==> src/rtl/spi_rx_pkg.sv <==
// Shared definitions for the SPI receive framer: FSM state encoding and default sizing.
package spi_rx_pkg;

    localparam int DEF_DATA_WIDTH = 8;
    localparam int DEF_DEPTH      = 16;

    typedef enum logic [1:0] {
        IDLE       = 2'd0,
        SHIFT      = 2'd1,
        FLUSH_PEND = 2'd2,
        FLUSH_PART = 2'd3
    } state_e;

endpackage

==> src/rtl/rx_word_fifo.sv <==
// Synchronous FIFO holding {last, word} entries; a push is accepted at full only alongside a pop.
module rx_word_fifo #(
    parameter int WIDTH = 9,
    parameter int DEPTH = 16
) (
    input  logic                   clk,
    input  logic                   rst,
    input  logic                   push,
    input  logic [WIDTH-1:0]       push_data,
    input  logic                   pop,
    output logic [WIDTH-1:0]       pop_data,
    output logic [$clog2(DEPTH):0] count,
    output logic                   empty,
    output logic                   full,
    output logic                   push_ok
);
    localparam int AW = $clog2(DEPTH);

    logic [WIDTH-1:0] mem_q [DEPTH];
    logic [AW-1:0]    wr_ptr_q, wr_ptr_d;
    logic [AW-1:0]    rd_ptr_q, rd_ptr_d;
    logic [AW:0]      count_q, count_d;
    logic             pop_ok_s;

    // Occupancy flags, accept decisions and next pointer/count values
    always_comb begin
        empty    = (count_q == '0);
        full     = (count_q == (AW+1)'(DEPTH));
        pop_ok_s = pop & ~empty;
        push_ok  = push & (~full | pop_ok_s);
        wr_ptr_d = push_ok  ? wr_ptr_q + AW'(1) : wr_ptr_q;
        rd_ptr_d = pop_ok_s ? rd_ptr_q + AW'(1) : rd_ptr_q;
        case ({push_ok, pop_ok_s})
            2'b10:   count_d = count_q + (AW+1)'(1);
            2'b01:   count_d = count_q - (AW+1)'(1);
            default: count_d = count_q;
        endcase
        // Empty FIFO presents zeros rather than stale storage
        pop_data = empty ? '0 : mem_q[rd_ptr_q];
        count    = count_q;
    end

    // Pointer and occupancy registers
    always_ff @(posedge clk) begin
        if (rst) begin
            wr_ptr_q <= '0;
            rd_ptr_q <= '0;
            count_q  <= '0;
        end else begin
            wr_ptr_q <= wr_ptr_d;
            rd_ptr_q <= rd_ptr_d;
            count_q  <= count_d;
        end
    end

    // Entry storage
    always_ff @(posedge clk) begin
        if (push_ok) begin
            mem_q[wr_ptr_q] <= push_data;
        end
    end

endmodule

==> src/rtl/spi_rx_framer.sv <==
// SPI receive framer: deserialises sdo into words, tags the final word of each cs frame, queues them.
module spi_rx_framer
    import spi_rx_pkg::*;
#(
    parameter int DATA_WIDTH = DEF_DATA_WIDTH,
    parameter int DEPTH      = DEF_DEPTH,
    parameter int MSB_FIRST  = 1
) (
    input  logic                   clk,
    input  logic                   rst,
    input  logic                   cs,
    input  logic                   sck,
    input  logic                   sdo,
    input  logic                   capture_en,
    output logic [DATA_WIDTH-1:0]  data_out,
    output logic                   last_out,
    output logic                   valid_out,
    input  logic                   ready_out,
    output logic [$clog2(DEPTH):0] count,
    output logic                   empty,
    output logic                   full,
    output logic [7:0]             overflow_cnt,
    output logic                   frame_active
);
    localparam int CW = $clog2(DATA_WIDTH + 1);

    state_e                state_q, state_d;
    logic [CW-1:0]         bit_cnt_q, bit_cnt_d, pad_s;
    logic [DATA_WIDTH-1:0] shift_q, shift_d, shifted_s, part_s;
    logic [DATA_WIDTH-1:0] pend_q, pend_d;
    logic                  pend_valid_q, pend_valid_d;
    logic [7:0]            ovf_q, ovf_d;
    logic                  cs_q, cs_prev_q, sck_q, sck_prev_q, sdo_q;
    logic                  cs_fall_s, cs_rise_s, sample_s;
    logic                  push_s, push_last_s, push_ok_s;
    logic [DATA_WIDTH-1:0] push_word_s;
    logic [DATA_WIDTH:0]   head_s;

    // Edge detection, bit alignment and framing next-state logic
    always_comb begin
        cs_fall_s    = cs_prev_q & ~cs_q;
        cs_rise_s    = ~cs_prev_q & cs_q;
        sample_s     = sck_q & ~sck_prev_q & ~cs_q;
        pad_s        = CW'(DATA_WIDTH) - bit_cnt_q;
        if (MSB_FIRST != 0) begin
            shifted_s = {shift_q[DATA_WIDTH-2:0], sdo_q};
            part_s    = shift_q << pad_s;
        end else begin
            shifted_s = {sdo_q, shift_q[DATA_WIDTH-1:1]};
            part_s    = shift_q >> pad_s;
        end
        state_d      = state_q;
        bit_cnt_d    = bit_cnt_q;
        shift_d      = shift_q;
        pend_d       = pend_q;
        pend_valid_d = pend_valid_q;
        push_s       = 1'b0;
        push_last_s  = 1'b0;
        push_word_s  = '0;
        case (state_q)
            IDLE: begin
                if (cs_fall_s && capture_en) begin
                    state_d   = SHIFT;
                    bit_cnt_d = '0;
                    shift_d   = '0;
                end else begin
                    state_d = IDLE;
                end
            end
            SHIFT: begin
                if (cs_rise_s) begin
                    if (pend_valid_q)           state_d = FLUSH_PEND;
                    else if (bit_cnt_q != '0)   state_d = FLUSH_PART;
                    else                        state_d = IDLE;
                end else if (sample_s) begin
                    if (bit_cnt_q == CW'(DATA_WIDTH - 1)) begin
                        // Completed word waits in pend so its last flag can be decided at cs rise
                        bit_cnt_d    = '0;
                        shift_d      = '0;
                        pend_d       = shifted_s;
                        pend_valid_d = 1'b1;
                        push_s       = pend_valid_q;
                        push_word_s  = pend_q;
                    end else begin
                        bit_cnt_d = bit_cnt_q + CW'(1);
                        shift_d   = shifted_s;
                    end
                end else begin
                    state_d = SHIFT;
                end
            end
            FLUSH_PEND: begin
                push_s       = 1'b1;
                push_word_s  = pend_q;
                push_last_s  = (bit_cnt_q == '0);
                pend_valid_d = 1'b0;
                state_d      = (bit_cnt_q != '0) ? FLUSH_PART : IDLE;
            end
            FLUSH_PART: begin
                push_s      = 1'b1;
                push_word_s = part_s;
                push_last_s = 1'b1;
                bit_cnt_d   = '0;
                shift_d     = '0;
                state_d     = IDLE;
            end
            default: begin
                state_d = IDLE;
            end
        endcase
        if (push_s && !push_ok_s && ovf_q != 8'hFF) begin
            ovf_d = ovf_q + 8'd1;
        end else begin
            ovf_d = ovf_q;
        end
    end

    // Input synchronisation stage and framing state registers
    always_ff @(posedge clk) begin
        if (rst) begin
            state_q      <= IDLE;
            bit_cnt_q    <= '0;
            shift_q      <= '0;
            pend_q       <= '0;
            pend_valid_q <= 1'b0;
            ovf_q        <= 8'd0;
            cs_q         <= 1'b1;
            cs_prev_q    <= 1'b1;
            sck_q        <= 1'b0;
            sck_prev_q   <= 1'b0;
            sdo_q        <= 1'b0;
        end else begin
            state_q      <= state_d;
            bit_cnt_q    <= bit_cnt_d;
            shift_q      <= shift_d;
            pend_q       <= pend_d;
            pend_valid_q <= pend_valid_d;
            ovf_q        <= ovf_d;
            cs_q         <= cs;
            cs_prev_q    <= cs_q;
            sck_q        <= sck;
            sck_prev_q   <= sck_q;
            sdo_q        <= sdo;
        end
    end

    rx_word_fifo #(
        .WIDTH (DATA_WIDTH + 1),
        .DEPTH (DEPTH)
    ) u_fifo (
        .clk       (clk),
        .rst       (rst),
        .push      (push_s),
        .push_data ({push_last_s, push_word_s}),
        .pop       (ready_out),
        .pop_data  (head_s),
        .count     (count),
        .empty     (empty),
        .full      (full),
        .push_ok   (push_ok_s)
    );

    assign valid_out    = ~empty;
    assign data_out     = head_s[DATA_WIDTH-1:0];
    assign last_out     = head_s[DATA_WIDTH];
    assign overflow_cnt = ovf_q;
    assign frame_active = (state_q == SHIFT);

endmodule

==> config.mk <==
export PLATFORM = sky130hd
export DESIGN_NAME = spi_rx_framer
export DESIGN_NICKNAME = d
export VERILOG_FILES = /design/src/rtl/spi_rx_pkg.sv /design/src/rtl/rx_word_fifo.sv /design/src/rtl/spi_rx_framer.sv
export SDC_FILE = /design/constraint.sdc
export NUM_CORES = 1
export LEC_CHECK = 0
export BUFFER_PORTS_ARGS = -buffer_cell sky130_fd_sc_hd__buf_2
export CAP_MARGIN = 5
export CORE_ASPECT_RATIO = 0.5
export CORE_MARGIN = 3
export CORE_UTILIZATION = 60
export CTS_CLUSTER_SIZE = 24
export DETAILED_ROUTE_END_ITERATION = 10
export PLACE_DENSITY = 0.78
export SETUP_SLACK_MARGIN = 0.1
export SKIP_LAST_GASP = 1
export SYNTH_ARGS = -nofsm -noshare
export SYNTH_HDL_FRONTEND = slang
export SYNTH_SLANG_ARGS = --single-unit
==> constraint.sdc <==
create_clock -name clk -period 7.32 [get_ports clk]
set_input_delay 1.464 -clock clk [delete_from_list [all_inputs] [get_ports clk]]
set_output_delay 1.464 -clock clk [all_outputs]
set_load 0.02 [all_outputs]
==> results of run 1 <==
-- cell families (layout without fill, tap and decap cells) --
kind of cell,Yosys count,count (layout),share of synthesized area (%)
flip-flops,197,197,64.8
AND/OR/NAND/NOR,140,140,8.59
multiplexers,80,80,17.1
AO/OA/AOI/OAI,40,40,3.43
buffers and inverters,38,83,2.15
XOR/XNOR,19,19,2.00
adder cells (fa/ha/maj),12,12,1.90
-- path summary, 6_finish.rpt --
kind         slack [ps]  cells after the start                   to    startpoint
max                2870                      5          data_out[2]      register
max reg2reg        3930                      6  u_fifo.mem_q[14][8]  bit_cnt_q[0]
min                 490                      1           sck_prev_q         sck_q
min reg2reg         490                      1           sck_prev_q         sck_q
-- cell type report --
| type | count | area, µm² |
|---|---|---|
| clock buffer | 17 | 425 |
| sequential | 197 | 5390 |
| timing repair buffer | 38 | 205 |
| fill | 839 | 3810 |
| tap | 186 | 233 |
| inverter | 13 | 48.8 |
| multi-input combinational | 291 | 2810 |
| clock inverter | 15 | 183 |
-- cells in the mapped netlist, types with 3 or more instances --
| library cell | n |
|---|---|
| a21oi_1 | 15 |
| a22o_1 | 5 |
| and2_1 | 19 |
| and3_1 | 3 |
| buf_1 | 4 |
| buf_6 | 4 |
| clkbuf_1 | 14 |
| dfxtp_1 | 53 |
| edfxtp_1 | 144 |
| ha_1 | 11 |
| inv_1 | 13 |
| mux2_2 | 4 |
| mux2i_1 | 28 |
| mux4_1 | 5 |
| mux4_2 | 42 |
| nand2_1 | 16 |
| nand2b_1 | 5 |
| nand3_1 | 13 |
| nor2_1 | 53 |
| nor2b_1 | 6 |
| nor3b_1 | 4 |
| nor4_1 | 5 |
| o21ai_0 | 7 |
| or2_2 | 3 |
| xnor2_1 | 6 |
| xor2_1 | 13 |
-- stage by stage --
stage	hold slack, ps	cells	power (W)
final	491	757	0.00263
after global routing	526	757	0.00274
after CTS	490	757	0.00265
after detailed placement	475	725	0.00172
after global placement	468	725	0.00171
after floorplan	453	526	0.00162
-- state kept, by name (all words and copies together) (netlist names), named ones only --
name	cells
u_fifo.mem_q	144
sck_prev_q	1
state_q	2
sdo_q	1
cs_prev_q	1
cs_q	1
bit_cnt_q	4
sck_q	1
overflow_cnt	8
pend_q	8
u_fifo.rd_ptr_q	4
pend_valid_q	1
u_fifo.wr_ptr_q	4
u_fifo.count	5
shift_q	8
-- power breakdown --
| group | switching [W] | total [W] | leakage (nW) | internal, W |
|---|---|---|---|---|
| Combinational | 0.000246 | 0.000461 | 1.22 | 0.000216 |
| Sequential | 0.0000316 | 0.00123 | 1.81 | 0.00119 |
| Clock | 0.000452 | 0.000943 | 0.296 | 0.000491 |
-- worst max-delay path: stages (launching register included) --
cell,delay [ps]
dfxtp_2,560
buf_4,500
mux4_2,590
mux4_2,550
and2_1,180
buf_2,150
-- routing by layer --
metal  wire [µm]  GRT usage [%]  vias to the layer above
met2        7910           37.7                      179
met1        7650           35.2                     2386
li1            -              -                     2077
met4         200           7.53                        0
met3        1440           5.65                       18
met5           0              0                        -
==> summary.md, run 1 <==
| Metric | Value |
|---|---|
| Starting Density | 63.5% |
| CTS max path bufs | 2 |
| Setup Buffers After CTS | 0 |
| Area Overhead vs Synth | 11.8% |
| Max IR drop VDD | 0.000192 V |
| TritonCTS clock tree | done |
| Async SR Flop Fraction | 0% |
| Slew @ Worst Pin | 1240 ps |
| Synth area leader | edfxtp_1 |
| Max Slew Vio Count | 0 |
| Post-synth EDFFs | 144 |
| CP max FO | 26 |
| Synthesized flop and latch total | 197 |
| Vias per cell | 6.16 |
| Cell Pwr Density | 283 nW/µm² |
| DIE WIDTH | 172 µm |
| Fin. Hold Viols | 0 |
| GRT overflow | 0 |
| DR vias | 4,660 |
| Num CTS Buffers | 17 |
| Main flop type after synthesis | edfxtp_1 |
| N_diodes | 0 |
| Final core occ | 70.9% |
| Total core area | 13,100 µm² |
| Setup CP Type | register to output port |
| Synthesized area | 8310 µm² |
| Largest net degree at the start of global routing | 43 |
| Wire length per cell | 22.7 µm |
| Final worst-path cycle share | 60.9% |
| Final instance area | 9290 µm² |
| Die H | 89.2 µm |
| Type of origin of the critical path | register |
| DP Area | 8680 µm² |
| Crit path DAT | 2990 ps |
| Max transition margin | 16.8% |
| Syn_nets | 545 |
| Critical Path RT | 5860 ps |
| F_max | 0.224 GHz |
| Site row count | 29 |
| Nets@finish | 577 |
| Warning count from the yosys run | 0 |
| All-layer global routing usage | 24.4% |
| Worst-path clk slew | 70 ps |
| Die area | 15,400 µm² |
| Crit end category | output port |
| Vias in the first global route | 4,683 |
| # setup viols final | 0 |
| Root Driver | clkbuf_16 |
| Post-DP HPWL | 10,100 µm |
| RSZ-0062 raised after global routing | no |
| Setup ws final | 2870 ps |
| Remaining routing DRC violations | 0 |
| Gates resized, CTS repair | 0 |
| First-pass GRT wire length | 27,000 µm |
| H-tree depth | 4 |
| Iter 0 DRT Violations | 563 |
| Final Wtd Congestion | 0.764 |
| ANT nets after route | 0 |
| Total Wirelength | 17,200 µm |
| Setup Total Neg Slack | 0 ps |
| Max-cap violation count | 0 |
| Synth area leaders | edfxtp_1 (52%), dfxtp_1 (13%), mux4_2 (11%), mux2i_1 (3.4%), nor2_1 (2.4%) |
| Commonest non-fill, non-tap cell in the layout | edfxtp_1 |
| Crit path time final | 4460 ps |
| Initial antenna violation count | 0 |
| Share of cells above drive strength 1 | 22.8% |
| 1st-pass router iterations | 5 |
| Fin Clk Skew | 14.1 ps |
| Most frequent cells in the layout | edfxtp_1 (144), nor2_1 (53), dfxtp_1 (52), mux4_2 (42), buf_2 (32) |
| Skew-Pair Late Insertion Delay | 440 ps |
| Post-Syn Instances | 526 |
| Outcome | complete, no violations |
| Sequential fraction of the synthesis area | 64.8% |
| Sink Count | 197 |
| Hold WC Path Type | register to register |
| Syn Area/Cell | 15.8 µm² |
| Unique masters post-synth | 51 |
| Leak | 3.33 nW |
| Post-CTS Hold Buffers | 0 |
| I/O pins | 33 |
| DP Worst Slack | 3340 ps |
| Yosys top cell area share | 52.0% |
| Number of port buffers | 32 |
No activity file was read; power rests on OpenSTA's default activity.
==> run 2: changes to the inputs <==
Settings changed: ABC_AREA set to 1, CORE_UTILIZATION 60 to 55, PLACE_DENSITY 0.78 to 0.75.
Clock period 7.32 ns to 3.96 ns, I/O delays scaled along.
==> summary.md, run 2 <==
| Metric | Value |
|---|---|
| Outcome | complete, no violations |
| Top reg by flops | u_fifo.mem_q |
| Final instance area | 9410 µm² |
| DP Cell Count | 981 |
| Vias in the first global route | 5,570 |
| Most common cell in the netlist | edfxtp_1 |
| Max FFs per register | 144 |
| Syn Area/Cell | 11.0 µm² |
| Commonest non-fill, non-tap cell in the layout | edfxtp_1 |
| Syn_nets | 791 |
| Site row count | 31 |
| # setup viols final | 0 |
| Skew-Pair Late Insertion Delay | 440 ps |
| Vias per cell | 5.81 |
| Total core area | 14,800 µm² |
| Crit path DAT | 2550 ps |
| Switch share | 32.7% |
| Starting Density | 57.5% |
| Initial antenna violation count | 0 |
| Type of origin of the critical path | register |
| Area Overhead vs Synth | 10.4% |
| Number of port buffers | 32 |
| Share of cells above drive strength 1 | 14.5% |
| Slew @ Worst Pin | 1000 ps |
| Warning count from the yosys run | 0 |
| Pint | 0.00347 W |
| Iter 0 DRT Violations | 644 |
| Final std cells w/o fill | 1,013 |
| H-tree depth | 4 |
| DR vias | 5,888 |
| Most frequent cells in the layout | edfxtp_1 (144), nor2_1 (137), o21ai_0 (72), nand2_1 (65), dfxtp_1 (51) |
| CTS max path bufs | 2 |
| Cell Pwr Density | 549 nW/µm² |
| DP Area | 8870 µm² |
| Crit path time final | 3350 ps |
| Post-CTS Hold Buffers | 0 |
| Yosys top cell area share | 50.7% |
| Sequential Power Share | 45.3% |
| Combinational power share | 23.6% |
| Root Driver | clkbuf_16 |
| First-pass GRT wire length | 29,200 µm |
| Synthesized flop and latch total | 197 |
| Met2 routed WL | 8470 µm |
| Setup Buffers After CTS | 0 |
| Highest metal used | met4 |
| Async SR Flop Fraction | 0% |
| Setup Total Neg Slack | 0 ps |
| Main flop type after synthesis | edfxtp_1 |
| Max IR drop VDD | 0.000292 V |
| Setup CP Type | register to output port |
| Nets@finish | 821 |
| GRT overflow | 0 |
| Synth cell count leaders | edfxtp_1 (144), nor2_1 (137), o21ai_0 (72) |
| Die area | 17,100 µm² |
| Unique masters post-synth | 42 |
| Critical Path RT | 3170 ps |
| Post-DP HPWL | 11,400 µm |
| Gates resized, CTS repair | 0 |
| Fin Clk Skew | 12.0 ps |
| Switching power | 0.00169 W |
| Max transition margin | 32.8% |
| Routed met1 length | 7960 µm |
| Wire length per cell | 17.9 µm |
| F_max | 0.299 GHz |
| Worst hold margin | 453 ps |
| Num CTS Buffers | 17 |
| Post-Syn Instances | 772 |
| Final Power | 0.00516 W |
| Max-cap violation count | 0 |
| ANT nets after route | 0 |
| N_diodes | 0 |
| I/O pins | 33 |
| TritonCTS clock tree | done |
| Remaining routing DRC violations | 0 |
| CP max FO | 40 |
| DIE WIDTH | 182 µm |
| All-layer global routing usage | 22.0% |
| Synth area leaders | edfxtp_1 (51%), dfxtp_1 (12%), nor2_1 (6.0%), o21ai_0 (4.2%), o221ai_1 (3.7%) |
| Crit end category | output port |
| Met3 WL post-DR | 1330 µm |
| Clock power share | 31.1% |
| Sequential fraction of the synthesis area | 63.2% |
| Total Wirelength | 18,100 µm |
| Sink Count | 197 |
| Final Wtd Congestion | 0.851 |
| Hold WC Path Type | register to register |
| 1st-pass router iterations | 5 |
| Max Slew Vio Count | 0 |
| Post-synth EDFFs | 144 |
| Fin. Hold Viols | 0 |
| Largest net degree at the start of global routing | 73 |
| Synth area leader | edfxtp_1 |
| Die H | 94.0 µm |
| Synthesized area | 8520 µm² |
| Worst-path clk slew | 70 ps |
| Leak | 3.40 nW |
| Final worst-path cycle share | 84.5% |
| RSZ-0062 raised after global routing | no |
run 2: cell types whose count changed after synthesis, moves of 7 or more:
cell | previous run | this run
inv_1 | 13 | 35
xor2_1 | 13 | 6
mux2i_1 | 28 | 0
mux4_2 | 42 | 0
nand3_1 | 13 | 38
and2_1 | 19 | 0
a21oi_1 | 15 | 31
buf_2 | 2 | 13
o21bai_1 | 1 | 36
o21ai_0 | 7 | 72
o221ai_1 | 0 | 36
nand2_1 | 16 | 65
nor2_1 | 53 | 137
a211oi_2 | 0 | 7
run 2: logic make-up after synthesis:
logic type      after synthesis  synth area share [%]
xor+xnor                     11                  1.13
buf+inv                      81                  4.14
simple gates                273                  14.4
compound gates              198                  15.3
flops                       197                  63.2
fa+ha+maj                    12                  1.85
run 2: metrics by stage:
stage,setup WS [ps],util [%]
CTS,614,63.5
global route,445,63.5
global placement,1160,59.9
floorplan,1640,-
finish,615,63.5
detailed placement,1130,59.9
run 2: layer usage:
| layer | GRT usage [%] | vias to the layer above |
|---|---|---|
| met3 | 3.67 | 24 |
| met4 | 7.60 | 0 |
| met1 | 30.7 | 2797 |
| met2 | 35.6 | 238 |
| met5 | 0 | - |
| li1 | - | 2829 |
run 2: power groups by stage:
stage / clock network, W / logic, W / registers [W]
final: 0.00160 / 0.00122 / 0.00234
after global routing: 0.00171 / 0.00134 / 0.00235
after floorplan: 0 / 0.000933 / 0.00234
after CTS: 0.00162 / 0.00122 / 0.00234
after detailed placement: 0 / 0.00120 / 0.00238
after global placement: 0 / 0.00117 / 0.00238
run 2: layout make-up:
type	instances	area (µm²)
fillers	1129	5400
flip-flops and latches	197	5390
multi-input cells	494	2790
clock buffers	17	425
repair buffers	47	273
well taps	198	248
inverters	45	175
clock inverters	15	119
run 2: worst max-delay path, stage by stage (launching register included):
cell      delay [ps]
dfxtp_2          320
inv_2            410
buf_4            490
nor2_1           100
o221ai_1         210
nand3_1          170
a21oi_1          220
buf_2            210
run 2: final timing paths:
kind / slack [ps] / cells past startpoint / from / end
max: 610 / 7 / register / last_out
min: 450 / 2 / sck_q / sck_prev_q
max reg2reg: 1130 / 9 / bit_cnt_q[0] / u_fifo.mem_q[2][8]
min reg2reg: 450 / 2 / sck_q / sck_prev_q
